## config.mk

```make
export PLATFORM = sky130hd
export DESIGN_NAME = divisor_restoring
export DESIGN_NICKNAME = d
export VERILOG_FILES = /design/src/rtl/divisor_restoring.sv
export SDC_FILE = /design/constraint.sdc
export NUM_CORES = 1
export LEC_CHECK = 0
export ABC_AREA = 1
export BUFFER_PORTS_ARGS = -buffer_cell sky130_fd_sc_hd__clkbuf_2
export CORE_AREA = 2 2 70 72
export CTS_CLUSTER_SIZE = 28
export DETAILED_ROUTE_END_ITERATION = 8
export DIE_AREA = 0 0 72 74
export HOLD_SLACK_MARGIN = 0.12
export PLACE_DENSITY = 0.81
export SYNTH_ARGS = -nofsm -noshare
export SYNTH_HDL_FRONTEND = slang
export SYNTH_SLANG_ARGS = --single-unit
```

## constraint.sdc

```tcl
create_clock -name CLOCK -period 3.45 [get_ports CLOCK]
set_clock_uncertainty 0.15 [all_clocks]
set_input_delay 0.345 -clock CLOCK [delete_from_list [all_inputs] [get_ports CLOCK]]
set_output_delay 0.345 -clock CLOCK [all_outputs]
set_load 0.02 [all_outputs]
```

## src/rtl/divisor_restoring.sv

```systemverilog
// Unsigned restoring shift-and-subtract divider: one quotient bit per clock.
// Quotient, remainder and flags are held in registers until the next operation completes.
module divisor_restoring #(
    parameter int tamano = 8
) (
    input  logic              CLOCK,
    input  logic              RESET,
    input  logic              START,
    input  logic [tamano-1:0] A,
    input  logic [tamano-1:0] B,
    output logic [tamano-1:0] Q,
    output logic [tamano-1:0] R,
    output logic              END_DIV,
    output logic              DIV_BY_ZERO,
    output logic              BUSY
);

    localparam int CW = $clog2(tamano + 1);

    typedef enum logic [1:0] {
        IDLE = 2'd0,
        ITER = 2'd1,
        DONE = 2'd2
    } state_t;

    state_t            state_r;
    state_t            state_s;
    logic [tamano:0]   p_r;
    logic [tamano-1:0] d_r;
    logic [tamano-1:0] m_r;
    logic [CW-1:0]     cnt_r;

    logic [tamano+1:0] shifted_s;
    logic [tamano:0]   trial_s;
    logic              borrow_s;
    logic [tamano:0]   p_next_s;
    logic [tamano-1:0] d_next_s;
    logic              last_s;
    logic              start_ok_s;

    // Shift {P,D} left one place and trial-subtract the divisor from the partial remainder.
    always_comb begin
        shifted_s  = {p_r, d_r[tamano-1]};
        borrow_s   = (shifted_s < {2'b00, m_r});
        trial_s    = shifted_s[tamano:0] - {1'b0, m_r};
        p_next_s   = borrow_s ? shifted_s[tamano:0] : trial_s;
        d_next_s   = {d_r[tamano-2:0], ~borrow_s};
        last_s     = (cnt_r == CW'(tamano - 1));
        start_ok_s = (B != {tamano{1'b0}});
    end

    // State register.
    always_ff @(posedge CLOCK or negedge RESET) begin
        if (!RESET) begin
            state_r <= IDLE;
        end else begin
            state_r <= state_s;
        end
    end

    // Next-state logic: a zero divisor skips the iteration phase entirely.
    always_comb begin
        state_s = state_r;
        case (state_r)
            IDLE: begin
                if (START) begin
                    state_s = start_ok_s ? ITER : DONE;
                end else begin
                    state_s = IDLE;
                end
            end
            ITER: begin
                if (last_s) begin
                    state_s = DONE;
                end else begin
                    state_s = ITER;
                end
            end
            DONE:    state_s = IDLE;
            default: state_s = IDLE;
        endcase
    end

    // Datapath registers and held results.
    always_ff @(posedge CLOCK or negedge RESET) begin
        if (!RESET) begin
            p_r         <= {(tamano + 1){1'b0}};
            d_r         <= {tamano{1'b0}};
            m_r         <= {tamano{1'b0}};
            cnt_r       <= {CW{1'b0}};
            Q           <= {tamano{1'b0}};
            R           <= {tamano{1'b0}};
            DIV_BY_ZERO <= 1'b0;
        end else begin
            case (state_r)
                IDLE: begin
                    if (START && start_ok_s) begin
                        m_r   <= B;
                        d_r   <= A;
                        p_r   <= {(tamano + 1){1'b0}};
                        cnt_r <= {CW{1'b0}};
                    end else if (START) begin
                        Q           <= {tamano{1'b1}};
                        R           <= A;
                        DIV_BY_ZERO <= 1'b1;
                    end
                end
                ITER: begin
                    p_r   <= p_next_s;
                    d_r   <= d_next_s;
                    cnt_r <= cnt_r + CW'(1);
                    if (last_s) begin
                        Q           <= d_next_s;
                        R           <= p_next_s[tamano-1:0];
                        DIV_BY_ZERO <= 1'b0;
                    end
                end
                DONE: begin
                    cnt_r <= cnt_r;
                end
                default: begin
                    cnt_r <= {CW{1'b0}};
                end
            endcase
        end
    end

    // Status outputs registered from the next state so they line up with the state register.
    always_ff @(posedge CLOCK or negedge RESET) begin
        if (!RESET) begin
            END_DIV <= 1'b0;
            BUSY    <= 1'b0;
        end else begin
            END_DIV <= (state_s == DONE);
            BUSY    <= (state_s != IDLE);
        end
    end

endmodule

```

# Word level (Yosys, flattened, before mapping)
# Cells that the tools add are included.
totals:
  register_bits: 50
  in_bits: 19
  output_inout_bits: 19
  word_cells: 55
classes:
  bitwise_logic: 2
  n_reduce_logical: 9
  addsub: 2
  n_eq_ne: 8
  order_cmp: 1
  n_mux: 23
ops:
  columns: ["op", "n"]
  rows:
  - ["$mux W8", 7]
  - ["$pmux W8 S2", 3]
  - ["$mux W9", 2]
  - ["$pmux W9 S2", 1]
  - ["$pmux W4 S3", 1]
  - ["$lt A10 B8 Y1", 1]
  - ["$sub A9 B8 Y9", 1]
  - ["$ne A2 B2 Y1 const B", 4]
  - ["$reduce_bool A8 Y1", 1]
  - ["$mux W2", 3]
  - ["$reduce_and A2 Y1", 3]
  - ["$add A4 B1 Y4 const B", 1]
  - ["$eq A2 B2 Y1 const B", 2]
  - ["$eq A4 B3 Y1 const B", 1]
  - ["$mux W4", 1]
  - ["$pmux W2 S2", 1]
  - ["$reduce_and A4 Y1", 1]
  - ["$reduce_bool A2 Y1", 2]
  - ["$mux W1", 3]
  - ["$eq A2 B1 Y1 const B", 1]
  - ["$logic_not A2 Y1", 1]
  - ["$not A1 Y1", 2]
  - ["$pmux W1 S2", 1]
  - ["$logic_and A1 B1 Y1", 1]

# Longest topological paths before layout
depth:
  word_depth: 5
  depth_mapped: 13
  depth_no_buf: 13

# Least setup slack after synthesis
# OpenSTA, ideal clock, no wires.
synth_timing:
  path_type: "flip-flop to flip-flop"
  start: "reg d_r[7]"
  end: "reg R[5]"
  arrival_ns: 1.686
  path_buffers: 0
  setup_slack_ns: 1.551
  setup_ns: 0.063
  stages_incl_launch_ff: 12
  period_less_slack_ns: 1.899
  required_time_ns: 3.237
  path_cell_list: "dfrtp_1 inv_1 ha_1 inv_1 fa_1 nand3_1 nand3_4 nor2_4 nand2_1 nand3_1 nand2_1 inv_1"
synth_between:
  elab_chain_len: 4
  word_cells_on_any_way: 5
  cone_classes: "add/sub: 1; order compare: 1; mux: 3"
synth_rtl:
  columns: ["item", "line_no", "rtl"]
  rows:
  - ["start: declaration", "29", "logic [tamano-1:0] d_r;"]
  - ["start signal: assignment", "88", "d_r <= {tamano{1'b0}};"]
  - ["start signal: assignment", "110", "d_r <= d_next_s;"]
  - ["$sub A9 B8 Y9 or $lt A10 B8 Y1 (tied branches)", "45, 44", null]
  - ["$mux W9 *", "46", "p_next_s = borrow_s ? shifted_s[tamano:0] : trial_s;"]
  - ["$mux W8 *", "112", "if (last_s) begin"]
  - ["$pmux W8 S2 *", "95", "case (state_r)"]
  - ["end signal: assignment", "92", "R <= {tamano{1'b0}};"]
  - ["end signal: assignment", "114", "R <= p_next_s[tamano-1:0];"]
  - ["end: declaration", "12", "output logic [tamano-1:0] R,"]
# Every way passes the cells marked *; elsewhere a longest branch is shown, timed or not. The select of a mux whose other input is x is not followed.
# A chain may end at the register's enable or synchronous reset.

# Worst setup path in the final report
layout_timing:
  start: "reg d_r[7]"
  end: "reg R[0]"
# Same word-level chain as after synthesis.

==> results.yml <==
global_routing:
  grt_pass1_wl_microns: 9770
  grt.total_usage_pct: 23.5
  grt_use_met2_pct: 39.8
  gr-total-overflow: 0
  met1_usage_pct: 32.5
  antenna_found_initial: 0
  grt_start_max_net_pins: 32
  grt_pass1_vias: 2183
  grt-busiest-layer: "met2"
  gr-usage-met3_pct: 3.66
critical_path:
  crit_required_ns: 3.55
  cp-start-kind: "register"
  crit_arrival_ns: 2.26
  crit_path_end_kind: "register"
  path_class: "reg2reg"
  cp_max_fo: 10
logic_synthesis:
  yosys.area_share.simple_pct: 28.5
  synth_compound_area_share_pct: 9.03
  synthMuxAreaShare_pct: 0
  avgSynthCellArea_sq_um: 7.96
  ys_types: 28
  synthCells: 336
  synth_seq_area_share_pct: 46.8
  synthAdderAreaFrac_pct: 4.96
  netlist_area_sq_mm: 0.00267
  ys_warn_count: 0
  synth_top_family_by_area: "simple AND/OR/NAND/NOR gates"
  synth_nets: 365
  synth_xor_area_share_pct: 1.31
  synth-seq-cells: 50
run_status:
  outcome: "finished, final reports clean"
routing:
  viasPerCell: 5.27
  drt_iter0_markers: 124
  routedWlPerCell_microns: 12.8
  vias: 2264
  drc: 0
  drt_pass1_iterations: 4
  routed_wl_microns: 5490
  drtAntennaViolNets: 0
floorplan:
  coreArea_sq_mm: 0.00460
  die_h_microns: 74
  ioPinCount: 38
  die-area_sq_mm: 0.00533
  start_util_pct: 58.1
  core.rowCount: 25
  die_x_microns: 72
sta:
  finalCritPeriodShare_pct: 62.5
  finalHoldViolCount: 0
  slew_viol_final: 0
  fin_crit_ns: 2.16
  finalSetupViolCount: 0
  slew_headroom_pct: 48.3
  finalWorstSetupSlack_ns: 1.29
  rsz0062_at_grt: "false"
  finalSetupTns_ns: 0
  worst_slew_pin_slew_ns: 0.775
  fmax_mhz: 464
power_and_ir_drop:
  intPower_uw: 1660
  power.total_uw: 3130
  ir_drop_mv: 0.536
  power.density_mw_per_mm2: 1040
  power_frac_seq_pct: 32.3
  p_sw_share_pct: 46.9
  pwr-share-comb_pct: 56.0
  pwr-share-clk_pct: 11.7
  power_switching_uw: 1470
  p_leak_uw: 0.00161
layout:
  area_delta_synth_final_pct: 12.2
  final_util_pct: 65.3
  fillerInstances: 396
  nets: 404
  drive_gt1_share_pct: 17.6
  final_area_sq_mm: 0.00300
  diodes: 0
clock_network:
  cts_made_buffers: 5
  htreeDepth: 2
  cts_root_buf: "clkbuf_8"
  cts_tree: "built"
  cts_setup_buffers: 0
  cts_resized: 0
  cts.sinks: 50
  cts_buffer_depth: 2
  clock_latency_ns: 0.31
  clk_pin_slew_worst_paths_ns: 0.09
run:
  cap_violations: 0
placed_design:
  portBuffers: 37
  dp_hpwl_microns: 4130
  gp_congestion: 0.889
  place_area_sq_mm: 0.00290
  pre_cts_slack_ns: 1.35
min_path:
  hp-class: "in2reg"
==> repair_timing <==
action | 4_1_cts | 5_1_grt
endpoints found under the setup margin | 0 | 0
hold buffers | 1 | 0
hold endpoints to repair | 30 | 0
==> cells in the final DEF (no fill, tap or decap), drive strengths merged <==
master,Yosys,layout
xor2,3,3
dlygate4sd3,0,1
nand3,33,33
clkbuf,2,44
xnor2,1,1
or2,10,10
nand3b,7,7
o21bai,1,1
o211ai,1,1
a21oi,9,9
o22ai,2,2
dfrtp,50,50
o21ai,28,28
inv,55,56
nor2,23,23
a31oi,4,4
buf,6,2
fa,1,1
ha,9,9
nand4,3,3
nand2,88,88
==> synthesized netlist by cell type <==
master | n | area share [%]
o211ai_1 | 1 | 0.28
nand2_1 | 85 | 12
a31oi_1 | 4 | 0.94
a21oi_1 | 9 | 1.7
o22ai_1 | 2 | 0.47
nand3_4 | 1 | 0.66
clkbuf_1 | 2 | 0.28
nand3b_1 | 7 | 2.0
ha_1 | 9 | 4.2
o21bai_1 | 1 | 0.28
inv_2 | 2 | 0.28
xor2_1 | 3 | 0.98
nand2_2 | 3 | 0.70
o21ai_0 | 27 | 5.1
fa_1 | 1 | 0.75
inv_1 | 53 | 7.4
nor2_4 | 3 | 1.3
buf_4 | 1 | 0.28
nand4_1 | 3 | 0.70
dfrtp_1 | 50 | 47
nand3_1 | 32 | 6.0
or2_2 | 9 | 2.1
xnor2_1 | 1 | 0.33
o21ai_2 | 1 | 0.33
buf_2 | 4 | 0.75
nor2_1 | 20 | 2.8
buf_6 | 1 | 0.42
or2_4 | 1 | 0.33
==> area by class of cell <==
type / instances / area [sq um] / share of cell area (%)
Clock buffer: 7 / 86.3 / 2.88
Clock inverter: 1 / 8.76 / 0.292
Inverter: 55 / 206 / 6.88
Multi-Input combinational cell: 223 / 1170 / 39.0
Sequential cell: 50 / 1250 / 41.7
Tap cell: 54 / 67.6 / 2.25
Timing Repair Buffer: 40 / 210 / 7.01
==> path summary, 6_finish.rpt <==
| check | start | to | slack, ns | cells past startpoint |
|---|---|---|---|---|
| max reg2reg | d_r[7] | R[0] | 1.29 | 11 |
| min | B[7] | m_r[7] | 0.14 | 3 |
| min reg2reg | DIV_BY_ZERO | DIV_BY_ZERO | 0.34 | 2 |
| max in group asynchronous | RESET | d_r[0] | 1.92 | 3 |
| max | d_r[7] | R[0] | 1.29 | 11 |
| min in group asynchronous | RESET | R[7] | 0.49 | 2 |
==> cells by family (layout without fill, tap and decap cells) <==
kind of cell / count (synthesis) / count (layout)
flip-flops: 50 / 50
AO/OA/AOI/OAI: 45 / 45
adder cells (fa/ha/maj): 10 / 10
XOR/XNOR: 4 / 4
AND/OR/NAND/NOR: 164 / 164
buffers and inverters: 63 / 103
==> layer usage <==
metal / part of all wire [%] / vias up
met1: 45 / 1065
met5: 0 / -
met3: 4.0 / 6
met2: 50 / 53
met4: 0.97 / 0
li1: - / 1140
==> per-stage QoR <==
| stage | instances | hold slack (ns) |
|---|---|---|
| floorplan | 336 | -0.101 |
| global placement | 421 | 0.316 |
| detailed placement | 421 | 0.315 |
| CTS | 430 | 0.144 |
| global route | 430 | 0.157 |
| finish | 430 | 0.142 |
==> sequential cells by signal, indices dropped and copies added (netlist names) <==
signal,cells
R,8
state_r,2
END_DIV,1
cnt_r,4
d_r,8
m_r,8
Q,8
BUSY,1
p_r,9
DIV_BY_ZERO,1
==> critical path, stage by stage (launching register included) <==
cell,delay (ns)
dfrtp_1,0.39
inv_1,0.07
ha_1,0.14
inv_1,0.06
fa_1,0.42
nand3_1,0.15
nand3_4,0.15
nor2_4,0.22
nand2_1,0.11
nand3b_1,0.12
nand2_1,0.06
inv_1,0.05
==> power groups by stage <==
| stage | clock (uW) | sequential (uW) | combinational, uW |
|---|---|---|---|
| 6_report | 364 | 1010 | 1750 |
| 5_1_grt | 394 | 1040 | 2030 |
| 4_1_cts | 367 | 1010 | 1750 |
| 3_5_place_dp | 0 | 1020 | 1740 |
| 3_3_place_gp | 0 | 1020 | 1700 |
| 2_1_floorplan | 0 | 1090 | 1270 |
Note: power is estimated with default switching activity, not from simulation.
